--- config.mk ---
export PLATFORM = sky130hd
export DESIGN_NAME = time_set_entry
export DESIGN_NICKNAME = d
export VERILOG_FILES = /design/src/rtl/time_set_entry.sv
export SDC_FILE = /design/constraint.sdc
export NUM_CORES = 1
export LEC_CHECK = 0
export ABC_AREA = 1
export CORE_ASPECT_RATIO = 1.1
export CORE_MARGIN = 5
export CORE_UTILIZATION = 52
export CTS_CLUSTER_DIAMETER = 30
export DETAILED_ROUTE_END_ITERATION = 12
export PLACE_DENSITY = 0.76
export RECOVER_POWER = 100
export SLEW_MARGIN = 20
export SYNTH_ARGS = -nofsm -noshare
export SYNTH_HDL_FRONTEND = slang
export SYNTH_SLANG_ARGS = --single-unit
--- constraint.sdc ---
create_clock -name clk -period 4.9 [get_ports clk]
set_clock_uncertainty 0.1 [all_clocks]
set_input_delay 0.98 -clock clk [delete_from_list [all_inputs] [get_ports clk]]
set_output_delay 0.98 -clock clk [all_outputs]
set_load 0.03 [all_outputs]
--- src/rtl/time_set_entry.sv ---
// Keypad time-setting front end: gathers HH:MM BCD digits from a key stream,
// validates them by position and presents them to the clock for one cycle on commit.
module time_set_entry #(
    parameter logic [31:0] TIMEOUT_CYCLES = 32'd500_000_000
) (
    input  logic        clk,
    input  logic        rst,
    input  logic        key_valid,
    input  logic [3:0]  key_code,
    output logic [3:0]  hour1,
    output logic [3:0]  hour0,
    output logic [3:0]  minute1,
    output logic [3:0]  minute0,
    output logic        commit,
    output logic        edit_active,
    output logic [1:0]  edit_pos,
    output logic [15:0] disp_digits,
    output logic        key_err,
    output logic        abort
);

    localparam logic [3:0]  KEY_CANCEL  = 4'hB;
    localparam logic [3:0]  KEY_CONFIRM = 4'hC;
    localparam logic [3:0]  KEY_START   = 4'hD;
    localparam logic [15:0] NO_SET      = 16'hAAAA;

    typedef enum logic [2:0] {
        IDLE, S_H1, S_H0, S_M1, S_M0, S_CONF, S_COMMIT
    } state_t;

    state_t      state, state_nx;
    logic [15:0] disp_nx;
    logic [15:0] set_nx;
    logic        commit_nx, err_nx, abort_nx;
    logic [31:0] cnt, cnt_nx;
    logic [3:0]  slot_max;
    logic        digit_ok;
    logic        timeout_hit;

    // Largest digit each slot accepts; H0 is limited to 3 once the tens digit is 2.
    always_comb begin
        slot_max = 4'd9;
        case (state)
            S_H1:    slot_max = 4'd2;
            S_H0:    slot_max = (disp_digits[15:12] == 4'd2) ? 4'd3 : 4'd9;
            S_M1:    slot_max = 4'd5;
            default: slot_max = 4'd9;
        endcase
    end

    assign digit_ok    = (key_code <= 4'd9) && (key_code <= slot_max);
    assign timeout_hit = (cnt == TIMEOUT_CYCLES - 32'd2);

    always_comb begin
        state_nx  = state;
        disp_nx   = disp_digits;
        set_nx    = NO_SET;
        commit_nx = 1'b0;
        err_nx    = 1'b0;
        abort_nx  = 1'b0;
        case (state)
            IDLE: begin
                if (key_valid && key_code == KEY_START)
                    state_nx = S_H1;
            end
            S_COMMIT: state_nx = IDLE;
            default: begin
                if (key_valid) begin
                    if (key_code == KEY_CANCEL) begin
                        state_nx = IDLE;
                        abort_nx = 1'b1;
                    end else if (key_code == KEY_CONFIRM) begin
                        if (state == S_M1) begin
                            state_nx  = S_COMMIT;
                            set_nx    = {disp_digits[15:8], 8'hAA};
                            commit_nx = 1'b1;
                        end else if (state == S_CONF) begin
                            state_nx  = S_COMMIT;
                            set_nx    = disp_digits;
                            commit_nx = 1'b1;
                        end else begin
                            err_nx = 1'b1;
                        end
                    end else if (digit_ok && state != S_CONF) begin
                        case (state)
                            S_H1: begin disp_nx[15:12] = key_code; state_nx = S_H0;   end
                            S_H0: begin disp_nx[11:8]  = key_code; state_nx = S_M1;   end
                            S_M1: begin disp_nx[7:4]   = key_code; state_nx = S_M0;   end
                            default: begin disp_nx[3:0] = key_code; state_nx = S_CONF; end
                        endcase
                    end else begin
                        err_nx = 1'b1;
                    end
                end else if (timeout_hit) begin
                    state_nx = IDLE;
                    abort_nx = 1'b1;
                end
            end
        endcase
        if (state_nx == IDLE)
            disp_nx = NO_SET;
        cnt_nx = (state_nx == IDLE || key_valid) ? 32'd0 : cnt + 32'd1;
    end

    always_ff @(posedge clk) begin
        if (!rst) begin
            state       <= IDLE;
            disp_digits <= NO_SET;
            {hour1, hour0, minute1, minute0} <= NO_SET;
            commit      <= 1'b0;
            key_err     <= 1'b0;
            abort       <= 1'b0;
            cnt         <= 32'd0;
        end else begin
            state       <= state_nx;
            disp_digits <= disp_nx;
            {hour1, hour0, minute1, minute0} <= set_nx;
            commit      <= commit_nx;
            key_err     <= err_nx;
            abort       <= abort_nx;
            cnt         <= cnt_nx;
        end
    end

    assign edit_active = (state != IDLE);

    always_comb begin
        edit_pos = 2'd0;
        case (state)
            S_H0:    edit_pos = 2'd1;
            S_M1:    edit_pos = 2'd2;
            S_M0:    edit_pos = 2'd3;
            default: edit_pos = 2'd0;
        endcase
    end

endmodule

==> results.ini <==
[status]
status=completed

[global_route]
grt_pass1_vias=2920
antenna_found_initial=0
grt-ovfl-total=0
grt_max_degree=33
track_usage=0.192
grt_pass1_wl_um=12600

[finish]
area_growth_pct=20.1
diodes=0
layout-drive-gt1-share=0.0621
seq_area_um2=1400
final_util=0.651
fillCellCount=582
fin_nets=539
multi_input_area_um2=1620

[route]
routed_wl_um=7490
drt_pass1_iterations=4
ant_nets=0
drt_iter0_drc=115
drcViolationCount=0
avgRoutedWirePerCell_um=12.3
vias=3029
routed_via_density=4.96

[clocking]
clock_sinks=70
postCtsHoldBufs=0
cts_resized=0
cts_tree=done
htree_levels=3
ctsRootBufferMaster=clkbuf_8
clock_latency_ns=0.35
post-cts-setup-buffers=0
numCtsBuffers=9
clkTransAtPathRegs_ns=0.08
cts_buffer_depth=2

[synth]
synth_edf_count=0
synthArstFlopShare=0
synthDistinctLibCells=28
syn_inst=477
synth_most_common_cell=nand2_1
synth_warnings=0
ys_seq_area_frac=0.415
synthTopCellsByArea=dfxtp_1 (42%), nand2_1 (11%), nor2_1 (9.7%), inv_1 (8.3%), xor2_1 (5.2%)
yosysTopAreaCell=dfxtp_1
synthTopCellsByCount=nand2_1 (95), nor2_1 (87), inv_1 (75)
synth_seq_cells=70
synth_area_um2=3380
synth_ff_type=dfxtp_1
syn-num-nets=490
synth_top_area_frac=0.415
syn_area_per_cell_um2=7.08

[floorplan]
coreArea_um2=6230
rows=30
die_w_um=86.8
die_h_um=94.5
dieArea_um2=8200
ioPinCount=45
start_util=0.542

[sta]
final_max_slew_viol_count=0
rsz0062_at_grt=no
fmax_mhz=261
post-route-period-util=0.781
worst_slew_pin_slew_ns=0.658
hold_viol_final=0
finalSetupViolations=0
finalCriticalPeriod_ns=3.83
tns_ns=0
relSlewSlack=0.558

[worst_setup_path]
crit_required_ns=5.02
critPathLaunchType=primary input
cp_max_fo=32
cp-end-kind=flip-flop
crit_arrival_ns=3.94
worst-setup-path-type=in -> reg

[placed_design]
place_hpwl_um=5770
gp_congestion=0.943
io_buffers=44

[power]
cellPowerDensity_nw_per_um2=263
p_leak_nw=1.57
peakVddDrop_mv=0.177

[worst_hold_path]
worstHoldPathType=reg -> reg

[run]
cap_violations=0

## flip-flops by register name, summed over array words and instances (netlist names)
signal and cells:
cnt 32, disp_digits 16, hour0 4, hour1 4, minute0 4, minute1 4
state 3, abort 1, commit 1, key_err 1
## report_power, final
part | switching [mW] | leakage (nW) | internal [mW] | total, mW
Clock | 0.228 | 0.0895 | 0.239 | 0.467
Combinational | 0.0190 | 0.920 | 0.0107 | 0.0296
Sequential | 0.000370 | 0.564 | 0.568 | 0.569
## per-stage QoR
step	area [µm²]	std cells	hold WS (ns)	total power, mW	setup slack [ns]
after floorplan	3380	477	0.329	0.601	2.36
after global placement	3870	595	0.339	0.612	1.28
after detailed placement	3870	595	0.341	0.613	1.15
after CTS	4070	611	0.347	1.07	1.51
after global routing	4050	611	0.382	1.10	0.674
final	4050	611	0.354	1.07	1.07
## metal layers
layer / track usage / share of wire
met1: 0.223 / 0.44
met2: 0.337 / 0.50
met3: 0.0445 / 0.046
met4: 0.0792 / 0.020
met5: 0 / 0
## placed cells by master (no fill, tap or decap), drive strengths merged
cell type and n:
nand2 98, nor2 91, inv 81, dfxtp 70, dlygate4sd3 40, nand3 21
xor2 20, nand4 18, nor3 12, a21oi 12, o21ai 10, clkbuf 10
xnor2 9, and2 9, or2 8, ha 6, clkdlybuf4s50 4, nor4 3
clkinvlp 3, a21boi 1, or3b 1, a31oi 1, and3 1, nand3b 1
bufinv 1
## final cells by class
class,count,share of cell area
Multi-Input combinational cell,322,0.399
Sequential cell,70,0.346
Timing Repair Buffer,44,0.109
Inverter,79,0.0731
Clock buffer,10,0.0315
Tap cell,80,0.0247
Clock inverter,6,0.0173
## worst paths after layout
check	depth (start not counted)	slack [ns]	end	from
setup / recovery	16	1.07	cnt[27]	key_code[0]
hold / removal	2	0.35	minute1[0]	disp_digits[4]
setup reg to reg	16	1.33	cnt[27]	state[1]
hold reg to reg	2	0.35	minute1[0]	disp_digits[4]
## logic make-up (layout without fill, tap and decap cells)
logic type,after synthesis,after routing,synth area share
XOR/XNOR,29,29,0.0752
buffers and inverters,85,139,0.102
adder cells (fa/ha/maj),6,6,0.0222
AO/OA/AOI/OAI,24,24,0.0378
flip-flops,70,70,0.415
AND/OR/NAND/NOR,263,263,0.347
## critical path, cell delays in order
cell and delay (ns):
dlygate4sd3_1 0.58, inv_1 0.20, ha_1 0.18, inv_1 0.04, nand2_1 0.05, nand2_1 0.05, nand2_1 0.05, nand2_1 0.04
nand2_1 0.09, nand2_1 0.13, nand3_1 0.11, nand2_1 0.06, a21oi_1 0.17, nand3_1 0.46, nand2_2 0.66, nor2_1 0.09
Note: power is estimated with default switching activity, not from simulation.
